`src/rtl/uart_rx_poller.sv`:
```
// Wishbone read master that polls a 16550 LSR, drains RBR into a local FIFO,
// and flags line terminators, UART overruns and bus errors.
module uart_rx_poller #(
    parameter int POLL_INTERVAL = 16,
    parameter int FIFO_DEPTH    = 16,
    parameter int ACK_TIMEOUT   = 255
) (
    input  logic                          clk_tb,
    input  logic                          reset_tb,
    input  logic                          enable,
    output logic [31:0]                   wb_adr_o,
    output logic [31:0]                   wb_dat_o,
    input  logic [31:0]                   wb_dat_i,
    output logic [3:0]                    wb_sel_o,
    output logic                          wb_cyc_o,
    output logic                          wb_stb_o,
    output logic                          wb_we_o,
    input  logic                          wb_ack_i,
    input  logic                          wb_err_i,
    output logic [7:0]                    rx_data,
    output logic                          rx_valid,
    input  logic                          rx_ready,
    output logic [$clog2(FIFO_DEPTH):0]   fifo_count,
    output logic                          line_done,
    output logic                          uart_overrun,
    output logic                          bus_error,
    input  logic                          flags_clr
);
    localparam int AW = $clog2(FIFO_DEPTH);
    localparam int CW = AW + 1;
    localparam int PW = $clog2(POLL_INTERVAL + 1);
    localparam int TW = $clog2(ACK_TIMEOUT + 1);

    typedef enum logic [1:0] {IDLE, WAIT, LSR_RD, RBR_RD} state_t;

    state_t          state;
    logic [PW-1:0]   wcnt;
    logic [TW-1:0]   tcnt;
    logic [7:0]      mem [FIFO_DEPTH];
    logic [AW-1:0]   wr_ptr, rd_ptr, rd_next;
    logic [CW-1:0]   count_next;
    logic [7:0]      head_next;
    logic            full, do_push, do_pop, abort, lsr_ack;
    logic            unused_dat;

    assign wb_dat_o   = '0;
    assign wb_we_o    = 1'b0;
    assign unused_dat = &{1'b0, wb_dat_i[31:10]};

    assign full     = fifo_count == CW'(FIFO_DEPTH);
    assign do_pop   = rx_valid && rx_ready;
    // err takes priority over ack; an ack on the last allowed cycle still counts
    assign abort    = wb_cyc_o && (wb_err_i || (!wb_ack_i && tcnt == TW'(ACK_TIMEOUT - 1)));
    assign lsr_ack  = (state == LSR_RD) && wb_cyc_o && wb_ack_i && !wb_err_i;
    assign do_push  = (state == RBR_RD) && wb_cyc_o && wb_ack_i && !wb_err_i && (!full || do_pop);

    assign rd_next    = rd_ptr + AW'(do_pop);
    assign count_next = fifo_count + CW'(do_push) - CW'(do_pop);
    // a push into a FIFO that is empty after this cycle's pop becomes the new head directly
    assign head_next  = (do_push && fifo_count == CW'(do_pop)) ? wb_dat_i[7:0] : mem[rd_next];

    always_ff @(posedge clk_tb) begin
        if (do_push) mem[wr_ptr] <= wb_dat_i[7:0];
    end

    always_ff @(posedge clk_tb or negedge reset_tb) begin
        if (!reset_tb) begin
            wr_ptr     <= '0;
            rd_ptr     <= '0;
            fifo_count <= '0;
            rx_valid   <= 1'b0;
            rx_data    <= 8'h00;
            line_done  <= 1'b0;
        end else begin
            if (do_push) wr_ptr <= wr_ptr + 1'b1;
            rd_ptr     <= rd_next;
            fifo_count <= count_next;
            rx_valid   <= count_next != '0;
            rx_data    <= head_next;
            line_done  <= do_push && wb_dat_i[7:0] == 8'h0A;
        end
    end

    always_ff @(posedge clk_tb or negedge reset_tb) begin
        if (!reset_tb) begin
            state        <= IDLE;
            wcnt         <= '0;
            tcnt         <= '0;
            wb_adr_o     <= '0;
            wb_sel_o     <= '0;
            wb_cyc_o     <= 1'b0;
            wb_stb_o     <= 1'b0;
            uart_overrun <= 1'b0;
            bus_error    <= 1'b0;
        end else begin
            if (lsr_ack && wb_dat_i[9]) uart_overrun <= 1'b1;
            else if (flags_clr)         uart_overrun <= 1'b0;
            if (abort)                  bus_error <= 1'b1;
            else if (flags_clr)         bus_error <= 1'b0;

            case (state)
                IDLE: if (enable) state <= LSR_RD;
                WAIT: begin
                    if (!enable) begin
                        state <= IDLE;
                        wcnt  <= '0;
                    end else if (wcnt == PW'(POLL_INTERVAL - 1)) begin
                        state <= LSR_RD;
                        wcnt  <= '0;
                    end else begin
                        wcnt <= wcnt + 1'b1;
                    end
                end
                default: begin
                    if (!wb_cyc_o) begin
                        wb_cyc_o <= 1'b1;
                        wb_stb_o <= 1'b1;
                        tcnt     <= '0;
                        wb_adr_o <= (state == LSR_RD) ? 32'd5 : 32'd0;
                        wb_sel_o <= (state == LSR_RD) ? 4'b0010 : 4'b0001;
                    end else if (abort) begin
                        wb_cyc_o <= 1'b0;
                        wb_stb_o <= 1'b0;
                        state    <= WAIT;
                    end else if (wb_ack_i) begin
                        wb_cyc_o <= 1'b0;
                        wb_stb_o <= 1'b0;
                        if (!enable)                      state <= IDLE;
                        else if (state == RBR_RD)         state <= LSR_RD;
                        else if (wb_dat_i[8] && !full)    state <= RBR_RD;
                        else                              state <= WAIT;
                    end else begin
                        tcnt <= tcnt + 1'b1;
                    end
                end
            endcase
        end
    end
endmodule

```
`config.mk`:
```
export PLATFORM = sky130hd
export DESIGN_NAME = uart_rx_poller
export DESIGN_NICKNAME = d
export VERILOG_FILES = /design/src/rtl/uart_rx_poller.sv
export SDC_FILE = /design/constraint.sdc
export NUM_CORES = 1
export LEC_CHECK = 0
export ABC_AREA = 1
export BUFFER_PORTS_ARGS = -buffer_cell sky130_fd_sc_hd__buf_2
export CAP_MARGIN = 20
export CORE_ASPECT_RATIO = 1.75
export CORE_MARGIN = 8
export CORE_UTILIZATION = 25
export CTS_CLUSTER_SIZE = 40
export DETAILED_ROUTE_END_ITERATION = 10
export MAX_ROUTING_LAYER = met4
export PLACE_DENSITY = 0.4
export SYNTH_ARGS = -nofsm -noshare
export SYNTH_HDL_FRONTEND = slang
export SYNTH_SLANG_ARGS = --single-unit
export TNS_END_PERCENT = 1
```
`constraint.sdc`:
```
create_clock -name clk_tb -period 6.1 [get_ports clk_tb]
set_input_delay 0.61 -clock clk_tb [delete_from_list [all_inputs] [get_ports clk_tb]]
set_output_delay 0.61 -clock clk_tb [all_outputs]
set_load 0.01 [all_outputs]
```
==> flow_summary_export.csv, run 1 <==
group,metric,value,unit
yosys,ys_warn_count,0,
timing,finClkSkew,0.0117,ns
worst_setup_path,endpoint,"rx_data[3]",
cts,numCtsBuffers,17,
cts,clk_pin_slew_worst_paths,0.07,ns
worst_setup_path,r2r_slack,2.83,ns
floorplan,io_pins,127,
yosys,ys_ff_latch,172,
timing,slew-limit-headroom,37.1,%
routing,drc,0,
floorplan,row_count,87,
place,portBuffers,39,
timing,setup_violations,0,
cts,cts_buffer_depth,2,
worst_setup_path,rr_startpoint,"rx_valid",
timing,fmax,306,MHz
timing,tightestPinTransition,0.940,ns
floorplan,fp.dieW,152,µm
outcome,outcome,"complete, no violations",
cts,post-cts-setup-buffer-count,0,
floorplan,initial_core_util,25.2,%
yosys,yosys.area_share.xor_xnor,1.82,%
cells_and_area,layout-drive-gt1-share,9.65,%
global_route,grt_max_degree,66,
global_route,grt_usage,11.1,%
power_and_ir_drop,leakage,3.87,nW
worst_setup_path,worst-r2r-cell-count,12,
cts,cts_sinks,172,
global_route,overflow,0,
yosys,ys_seq_area_share,61.4,%
place,dpl.hpwl,13400,µm
global_route,antenna_found_initial,0,
cts,cts_max_level,4,
yosys,synthMuxAreaShare,0,%
worst_setup_path,required,6.41,ns
worst_setup_path,crit_slowest_cell,"ha_1",
timing,slew_viol_final,0,
worst_setup_path,start_kind,"flop",
cts,cts_tree,"yes",
cells_and_area,insertedDiodeCount,0,
timing,hold_viol_final,0,
cells_and_area,nets,902,
yosys,synth-compound-area-share,2.72,%
power_and_ir_drop,powerDensity,499,mW/mm²
routing,viasPerCell,4.15,
yosys,syn_area_per_cell,9.94,µm²
hold_path,hold_class,"primary input to asynchronous set/reset pin",
cts,cts_resized,0,
routing,ant_nets,0,
routing,num_vias,5228,
worst_setup_path,worstReg2RegEnd,"rx_data[3]",
yosys,synth_top_family_by_area,"simple AND/OR/NAND/NOR gates",
cells_and_area,layout_common_cells,"nand2_1, edfxtp_1, nand3_1",
cells_and_area,mostFrequentLayoutCell,"nand2_1",
global_route,grt_pass1_vias,5166,
worst_setup_path,max_stage_delay,0.65,ns
power_and_ir_drop,vdd_drop_max,432,µV
worst_setup_path,crit_fanout,33,
floorplan,dieArea,0.0384,mm²
timing,period_share,53.6,%
power_and_ir_drop,finalPower,4.51,mW
timing,period_needed,3.27,ns
job,drv_cap,0,
routing,dr.pass1.iters,5,
yosys,netlist_area,0.00805,mm²
worst_setup_path,crit_path_end_kind,"flop",
cells_and_area,fill_cells,3425,
yosys,synth-simple-area-share,20.7,%
cts,ctsHoldBuffers,0,
yosys,synth_cell_types,30,
worst_setup_path,critical_path_class,"flop to flop",
worst_setup_path,crit_chain,"nand2_1 > inv_1 > ha_2 > ha_1 > buf_4 > inv_1 > nand2_1 > nand3_1 > nand3_1 > nand2_1 > nand2_1 > nand2_1",
place,gp_congestion,0.788,
routing,drt-total-wl,20300,µm
routing,drt_first_iter_violations,222,
worst_setup_path,crit_arrival,3.57,ns
yosys,syn_inst,810,
timing,rsz0062_at_grt,"false",
worst_setup_path,startpoint,"rx_valid",
routing,post_drt_wl_per_cell,16.1,µm
floorplan,die_h,253,µm
cts,cts_root_buffer,"clkbuf_16",
timing,final.setup.tns,0,ns
global_route,grt_pass1_wl,30300,µm
cts,clock_latency,0.44,ns
yosys,synth_fa_ha_area_share,2.58,%
floorplan,core-area,0.0320,mm²
worst_setup_path,crit_top_cell,"nand2_1",
cells_and_area,area_delta_synth_final,12.1,%
==> synth_stat cells <==
cell type,count,area (µm²)
or2_2,2,12.5
xnor2_2,2,32.5
nand4_1,2,12.5
o21bai_1,1,7.51
nand2_2,2,12.5
edfxtp_1,128,3840
buf_2,11,55.1
nand2_1,253,950
dfrtp_1,44,1100
nor3_2,1,10.0
inv_4,1,6.26
fa_1,1,20.0
nor4_1,1,6.26
nor4b_1,1,8.76
buf_4,68,510
xor2_1,13,114
o21ai_0,30,150
a32o_1,2,20.0
nor3_1,1,5.00
inv_2,3,11.3
conb_1,1,3.75
nand3_1,77,385
clkbuf_1,7,26.3
nor3_4,1,16.3
nor2_1,67,251
inv_1,64,240
o22ai_1,1,6.26
ha_1,15,188
buf_1,3,11.3
a21oi_1,7,35.0
==> state kept, by name, indices dropped and copies added, names as in the netlist <==
signal,flops
wb_sel_o,1
state,2
wb_stb_o,1
wr_ptr,4
rd_ptr,4
line_done,1
tcnt,8
rx_data,8
uart_overrun,1
rx_valid,1
bus_error,1
fifo_count,5
wb_cyc_o,1
mem,128
wb_adr_o,1
wcnt,5
==> critical path: cells and delay by family, from the launching register on <==
| kind | cells | cell delay, ns |
|---|---|---|
| AND/OR/NAND/NOR | 7 | 0.90 |
| flip-flops | 1 | 0.37 |
| adder cells (fa/ha/maj) | 2 | 0.84 |
| buffers and inverters | 3 | 1.00 |
==> final cells by class <==
type | instances | area, µm² | area share [%]
Sequential cell | 172 | 4940 | 54.8
Multi-Input combinational cell | 545 | 2490 | 27.6
Tap cell | 400 | 500 | 5.54
Clock buffer | 19 | 433 | 4.80
Inverter | 68 | 258 | 2.86
Timing Repair Buffer | 43 | 225 | 2.49
Clock inverter | 13 | 176 | 1.95
==> worst min path at each step <==
stage                 from          end  slack, ns  cells after the start
2_1_floorplan     reset_tb    bus_error       0.31                      0
4_1_cts           reset_tb   rx_data[3]       0.29                      2
6_report          reset_tb   rx_data[3]       0.28                      2
3_3_place_gp   wb_sel_o[0]  wb_sel_o[0]       0.48                      2
3_5_place_dp   wb_sel_o[0]  wb_sel_o[0]       0.48                      2
5_1_grt           reset_tb   rx_data[3]       0.32                      2
==> metal layers <==
layer / vias to the layer above / part of all wire, % / GRT usage, %
met2: 154 / 56 / 20.7
met4: 0 / 1.7 / 4.05
met5: - / 0 / -
met1: 2479 / 37 / 11.0
met3: 17 / 5.6 / 2.42
li1: 2578 / - / -
==> metrics by stage <==
step	std cells	util, %	worst slack (ns)	hold slack (ns)	cell area, µm²
after global placement	1228	26.3	2.44	0.481	8420
after floorplan	874	-	3.69	0.314	8290
after CTS	1260	28.2	2.77	0.292	9030
after global routing	1260	28.2	2.52	0.322	9030
after detailed placement	1228	26.3	2.46	0.482	8420
final	1260	28.2	2.83	0.275	9030
==> power breakdown <==
| part | switching, mW | internal, mW | total [mW] |
|---|---|---|---|
| Sequential | 0.0940 | 1.39 | 1.48 |
| Combinational | 1.33 | 0.557 | 1.89 |
| Clock | 0.458 | 0.681 | 1.14 |
| Total | 1.88 | 2.62 | 4.51 |
==> cells by family after synthesis <==
family / after synthesis
simple gates: 408
flops: 172
buf+inv: 157
compound gates: 41
fa+ha+maj: 16
xor+xnor: 15
other cells: 1
Power figures use the tool's default switching activity.
==> run 2: changes to the inputs <==
Settings changed: PLACE_DENSITY 0.4 to 0.41.
Clock period 6.1 ns to 2.82 ns, I/O delays scaled along.
==> run 2 against run 1 <==
Compared with the run above: sequential power increased by 110%; sequential share of layout area fell by 1.1 points; register-to-register slack worse by 2.6 ns; critical path depth grew 2; setup slack got worse by 2.6 ns; via count grew 1.5%; largest power group unchanged; hold slack worse by 0.24 ns; utilization rose by 0.60 points; critical endpoint is now rx_valid; wire length rose by 0.51%; combinational power up 130%; non-clock buffer count grew 24.
==> flow_summary_export.csv, run 2 (same netlist as run 1, synthesis figures left out) <==
group,metric,value,unit
outcome,outcome,"complete, no violations",
cells_and_area,regMostFlops,"mem",
timing,fmax,393,MHz
job,drv_cap,0,
cts,ctsHoldBuffers,1,
cells_and_area,insertedDiodeCount,0,
cells_and_area,area_delta_synth_final,14.5,%
worst_setup_path,crit_arrival,2.86,ns
timing,tightestPinTransition,0.665,ns
cells_and_area,regArea,0.00494,mm²
floorplan,die_h,253,µm
worst_setup_path,crit_path_end_kind,"flop",
timing,slew_viol_final,0,
global_route,grt_pass1_vias,5373,
cts,cts_sinks,172,
global_route,grt_usage,11.2,%
place,portBuffers,39,
routing,drt-total-wl,20400,µm
routing,drc,0,
floorplan,io_pins,127,
cells_and_area,nets,926,
timing,slew-limit-headroom,55.7,%
worst_setup_path,required,3.13,ns
cells_and_area,largest_reg_flops,128,
cts,post-cts-setup-buffer-count,0,
routing,ant_nets,0,
timing,period_share,90.3,%
global_route,grt_pass1_wl,30600,µm
place,gp_congestion,0.792,
routing,dr.pass1.iters,4,
timing,setup_violations,0,
floorplan,initial_core_util,25.2,%
floorplan,row_count,87,
floorplan,dieArea,0.0384,mm²
timing,hold_viol_final,0,
routing,viasPerCell,4.13,
floorplan,core-area,0.0320,mm²
global_route,grt_max_degree,45,
cts,cts_max_level,4,
cells_and_area,reg_top3,"mem x128, rx_data x8, tcnt x8",
routing,post_drt_wl_per_cell,15.9,µm
timing,holdWs,0.0395,ns
cts,clock_latency,0.43,ns
timing,finClkSkew,0.0105,ns
timing,period_needed,2.55,ns
cts,cts_tree,"yes",
cells_and_area,fill_cells,3366,
cells_and_area,multi_input_area,0.00249,mm²
worst_setup_path,start_kind,"flop",
place,dpl.hpwl,14100,µm
timing,rsz0062_at_grt,"false",
cts,cts_buffer_depth,2,
power_and_ir_drop,powerDensity,1070,mW/mm²
power_and_ir_drop,leakage,4.01,nW
floorplan,fp.dieW,152,µm
hold_path,hold_class,"primary input to flop",
power_and_ir_drop,vdd_drop_max,653,µV
worst_setup_path,critical_path_class,"flop to flop",
cts,numCtsBuffers,17,
cts,cts_resized,0,
global_route,antenna_found_initial,0,
cells_and_area,layout_common_cells,"nand2_1, edfxtp_1, nand3_1",
cells_and_area,layout-drive-gt1-share,12.0,%
cts,cts_root_buffer,"clkbuf_16",
worst_setup_path,crit_fanout,5,
cts,clk_pin_slew_worst_paths,0.06,ns
routing,drt_first_iter_violations,203,
routing,num_vias,5309,
cells_and_area,mostFrequentLayoutCell,"nand2_1",
global_route,overflow,0,
timing,final.setup.tns,0,ns
run 2: changes by cell type in the layout (fill, tap and decap cells not counted):
cell | before | now
buf_12 | 0 | 1
bufinv_16 | 4 | 3
buf_4 | 4 | 26
dlygate4sd3_1 | 0 | 1
clkinv_2 | 1 | 2
clkbuf_8 | 0 | 4
clkinv_1 | 3 | 1
clkinv_4 | 2 | 0
clkbuf_1 | 2 | 4
clkinvlp_4 | 3 | 1
run 2: final timing paths:
path,start,end,slack (ns),depth (start not counted)
setup / recovery,fifo_count[3],rx_valid,0.27,14
hold / removal,flags_clr,bus_error,0.04,2
setup reg to reg,fifo_count[3],rx_valid,0.27,14
hold reg to reg,wb_sel_o[0],wb_sel_o[0],0.50,2
max in group asynchronous,reset_tb,tcnt[2],1.88,3
min in group asynchronous,reset_tb,fifo_count[2],0.49,3
run 2: routing by layer:
| metal | part of all wire (%) | up-vias | routed length [µm] | GRT usage, % |
|---|---|---|---|---|
| met3 | 4.9 | 30 | 999 | 2.54 |
| li1 | - | 2627 | - | - |
| met1 | 39 | 2512 | 8010 | 11.4 |
| met4 | 4.1 | 0 | 835 | 5.99 |
| met2 | 52 | 140 | 10500 | 19.5 |
| met5 | 0 | - | 0 | - |
run 2: report_power, final:
group	internal (mW)	leakage (nW)	switching, mW
Clock	1.48	0.295	0.942
Combinational	1.32	2.02	2.94
Sequential	3.00	1.69	0.181
Total	5.80	4.01	4.06
run 2: area by class of cell:
cell class	instances	share of cell area, %
Sequential cell	172	53.6
Multi-Input combinational cell	545	27.0
Tap cell	400	5.43
Clock buffer	25	5.37
Timing Repair Buffer	67	4.56
Inverter	68	2.80
Clock inverter	7	1.21
run 2: critical path, stage by stage (launching register included):
cell and delay [ns]:
dfrtp_1 0.38, inv_1 0.08, ha_1 0.20, nand2_1 0.07, inv_1 0.04, nand3_1 0.07
nand2_2 0.11, ha_1 0.30, inv_1 0.04, ha_1 0.20, fa_1 0.41, a21oi_1 0.16
o21bai_1 0.09, xor2_1 0.17, nand3_1 0.10
run 2: through the flow:
stage / total power [mW] / worst slack [ns] / cell area (µm²) / std cells / util (%)
after detailed placement: 7.62 / 0.248 / 8600 / 1251 / 26.9
final: 9.86 / 0.273 / 9220 / 1284 / 28.8
after CTS: 10.1 / 0.235 / 9220 / 1284 / 28.8
after global placement: 7.60 / 0.245 / 8600 / 1251 / 26.9
after floorplan: 6.11 / 0.408 / 8290 / 874 / -
after global routing: 10.6 / 0.0503 / 9220 / 1284 / 28.8
==> run 3: changes to the inputs <==
Settings changed: PLACE_DENSITY 0.41 to 0.4.
Clock period 2.82 ns to 2.9 ns, I/O delays scaled along.
==> run 3 against run 2 <==
Compared with the run above: sequential cell count unchanged; sequential power decreased by 3%; largest power group unchanged; sequential share of layout area grew 0.087 points; die area stayed put; wire length decreased by 0.18%; hold slack better by 0.012 ns; cell area fell by 0.16%; critical endpoint unchanged; via count fell by 0.89%; first-iteration DRC count down 15%; global-route usage rose by 0.17 points.
==> flow_summary_export.csv, run 3 (same netlist as run 1, synthesis figures left out) <==
group,metric,value,unit
outcome,outcome,"complete, no violations",
timing,slew_viol_final,0,
cells_and_area,mostFrequentLayoutCell,"nand2_1",
global_route,grt_max_degree,66,
floorplan,io_pins,127,
timing,period_share,88.6,%
floorplan,dieArea,0.0384,mm²
cts,cts_root_buffer,"clkbuf_16",
cells_and_area,largest_reg_flops,128,
cts,cts_resized,0,
routing,ant_nets,0,
cells_and_area,layout_common_cells,"nand2_1, edfxtp_1, nand3_1",
cts,cts_max_level,4,
worst_setup_path,crit_slowest_cell,"fa_1",
timing,setup_violations,0,
power_and_ir_drop,p_int,5.55,mW
worst_setup_path,crit_chain,"inv_1 > ha_1 > nand2_1 > inv_1 > nand3_1 > nand2_2 > ha_1 > inv_1 > ha_1 > fa_1 > a21oi_1 > o21bai_1 > xor2_1 > nand3_1",
power_and_ir_drop,finalPower,9.49,mW
routing,drt_first_iter_violations,172,
cts,cts_sinks,172,
power_and_ir_drop,switching_share,41.5,%
floorplan,row_count,87,
place,gp_congestion,0.772,
cells_and_area,fill_cells,3415,
cts,cts_buffer_depth,2,
place,postPlaceCellArea,0.00862,mm²
power_and_ir_drop,powerDensity,1030,mW/mm²
worst_setup_path,crit_path_end_kind,"flop",
timing,final.setup.tns,0,ns
cts,numCtsBuffers,17,
worst_setup_path,critical_path_class,"flop to flop",
worst_setup_path,max_stage_delay,0.40,ns
cells_and_area,stdcell_count,1285,
floorplan,core-area,0.0320,mm²
worst_setup_path,start_kind,"flop",
timing,holdWs,0.0517,ns
global_route,grt_usage,11.4,%
floorplan,initial_core_util,25.2,%
cells_and_area,insertedDiodeCount,0,
timing,rsz0062_at_grt,"false",
place,dpl.hpwl,14000,µm
cells_and_area,nets,927,
cts,clock_latency,0.44,ns
place,dpl.cell_count,1252,
power_and_ir_drop,p_clk_share,23.6,%
floorplan,fp.dieW,152,µm
timing,slew-limit-headroom,40.4,%
timing,fmax,389,MHz
global_route,grt_pass1_wl,30700,µm
routing,post_drt_wl_per_cell,15.8,µm
timing,setup_ws,0.329,ns
power_and_ir_drop,vdd_drop_max,929,µV
power_and_ir_drop,p_comb_share,43.8,%
timing,finClkSkew,0.00881,ns
routing,num_vias,5262,
cells_and_area,layout-drive-gt1-share,12.0,%
worst_setup_path,crit_fanout,5,
place,portBuffers,39,
global_route,grt_pass1_vias,5295,
routing,drt-total-wl,20300,µm
global_route,antenna_found_initial,0,
cells_and_area,area_delta_synth_final,14.3,%
job,drv_cap,0,
cells_and_area,utilization,28.8,%
worst_setup_path,critPathTopFamily,"adder cells",
global_route,overflow,0,
power_and_ir_drop,p_switching,3.94,mW
cts,clk_pin_slew_worst_paths,0.06,ns
cells_and_area,regMostFlops,"mem",
routing,drc,0,
cells_and_area,reg_top3,"mem x128, rx_data x8, tcnt x8",
timing,tightestPinTransition,0.893,ns
power_and_ir_drop,leakage,4.00,nW
timing,hold_viol_final,0,
routing,dr.pass1.iters,4,
cells_and_area,finalInstanceArea,0.00921,mm²
worst_setup_path,path_buf_inv,3,
timing,period_needed,2.57,ns
floorplan,die_h,253,µm
worst_setup_path,crit_arrival,2.88,ns
hold_path,hold_class,"primary input to flop",
worst_setup_path,required,3.21,ns
cts,cts_tree,"yes",
power_and_ir_drop,p_seq_share,32.6,%
routing,viasPerCell,4.09,
place,pre_cts_ws,0.293,ns
-- run 3: cell count changes in the layout (fill, tap and decap cells not counted) --
cell / previous run / this run
clkbuf_1: 4 / 3
clkbuf_8: 4 / 3
clkinv_2: 2 / 3
bufinv_16: 3 / 2
clkinv_1: 1 / 3
buf_12: 1 / 2
-- run 3: area by class of cell --
| class | instances | area [µm²] | area share, % |
|---|---|---|---|
| Inverter | 68 | 258 | 2.80 |
| Timing Repair Buffer | 68 | 440 | 4.78 |
| Tap cell | 400 | 500 | 5.44 |
| Sequential cell | 172 | 4940 | 53.7 |
| Clock inverter | 9 | 93.8 | 1.02 |
| Multi-Input combinational cell | 545 | 2490 | 27.0 |
| Clock buffer | 23 | 478 | 5.19 |
-- run 3: worst register-to-register path: cells and delay by family, from the launching register on --
kind                     cells  cell delay [ns]
flip-flops                   1             0.38
AND/OR/NAND/NOR              4             0.36
AO/OA/AOI/OAI                2             0.26
adder cells (fa/ha/maj)      4             1.10
XOR/XNOR                     1             0.18
buffers and inverters        3             0.17
-- run 3: per-layer routing --
layer  vias to the layer above  GRT usage, %  wire, µm
met2                       131          20.6     11200
li1                       2624             -         -
met4                         0          6.02       674
met5                         -             -         0
met1                      2480          11.0      7510
met3                        27          2.31       954
-- run 3: worst paths after layout --
kind / endpoint / slack [ns] / from / cells after the start
max: rx_valid / 0.33 / fifo_count[3] / 14
min: uart_overrun / 0.05 / flags_clr / 2
max reg2reg: rx_valid / 0.33 / fifo_count[3] / 14
min reg2reg: wb_sel_o[0] / 0.50 / wb_sel_o[0] / 2
max in group asynchronous: wcnt[3] / 1.73 / reset_tb / 3
min in group asynchronous: fifo_count[2] / 0.52 / reset_tb / 2
-- run 3: repair_timing --
item	CTS	global route
hold endpoints to repair	31	0
buffers inserted	0	0
hold buffers	1	0
-- run 3: power groups by stage --
stage / combinational, mW / sequential (mW) / clock (mW)
after floorplan: 2.75 / 3.19 / 0
after global placement: 4.24 / 3.14 / 0
after detailed placement: 4.26 / 3.15 / 0
after CTS: 4.27 / 3.10 / 2.33
after global routing: 4.71 / 3.13 / 2.41
final: 4.16 / 3.09 / 2.24
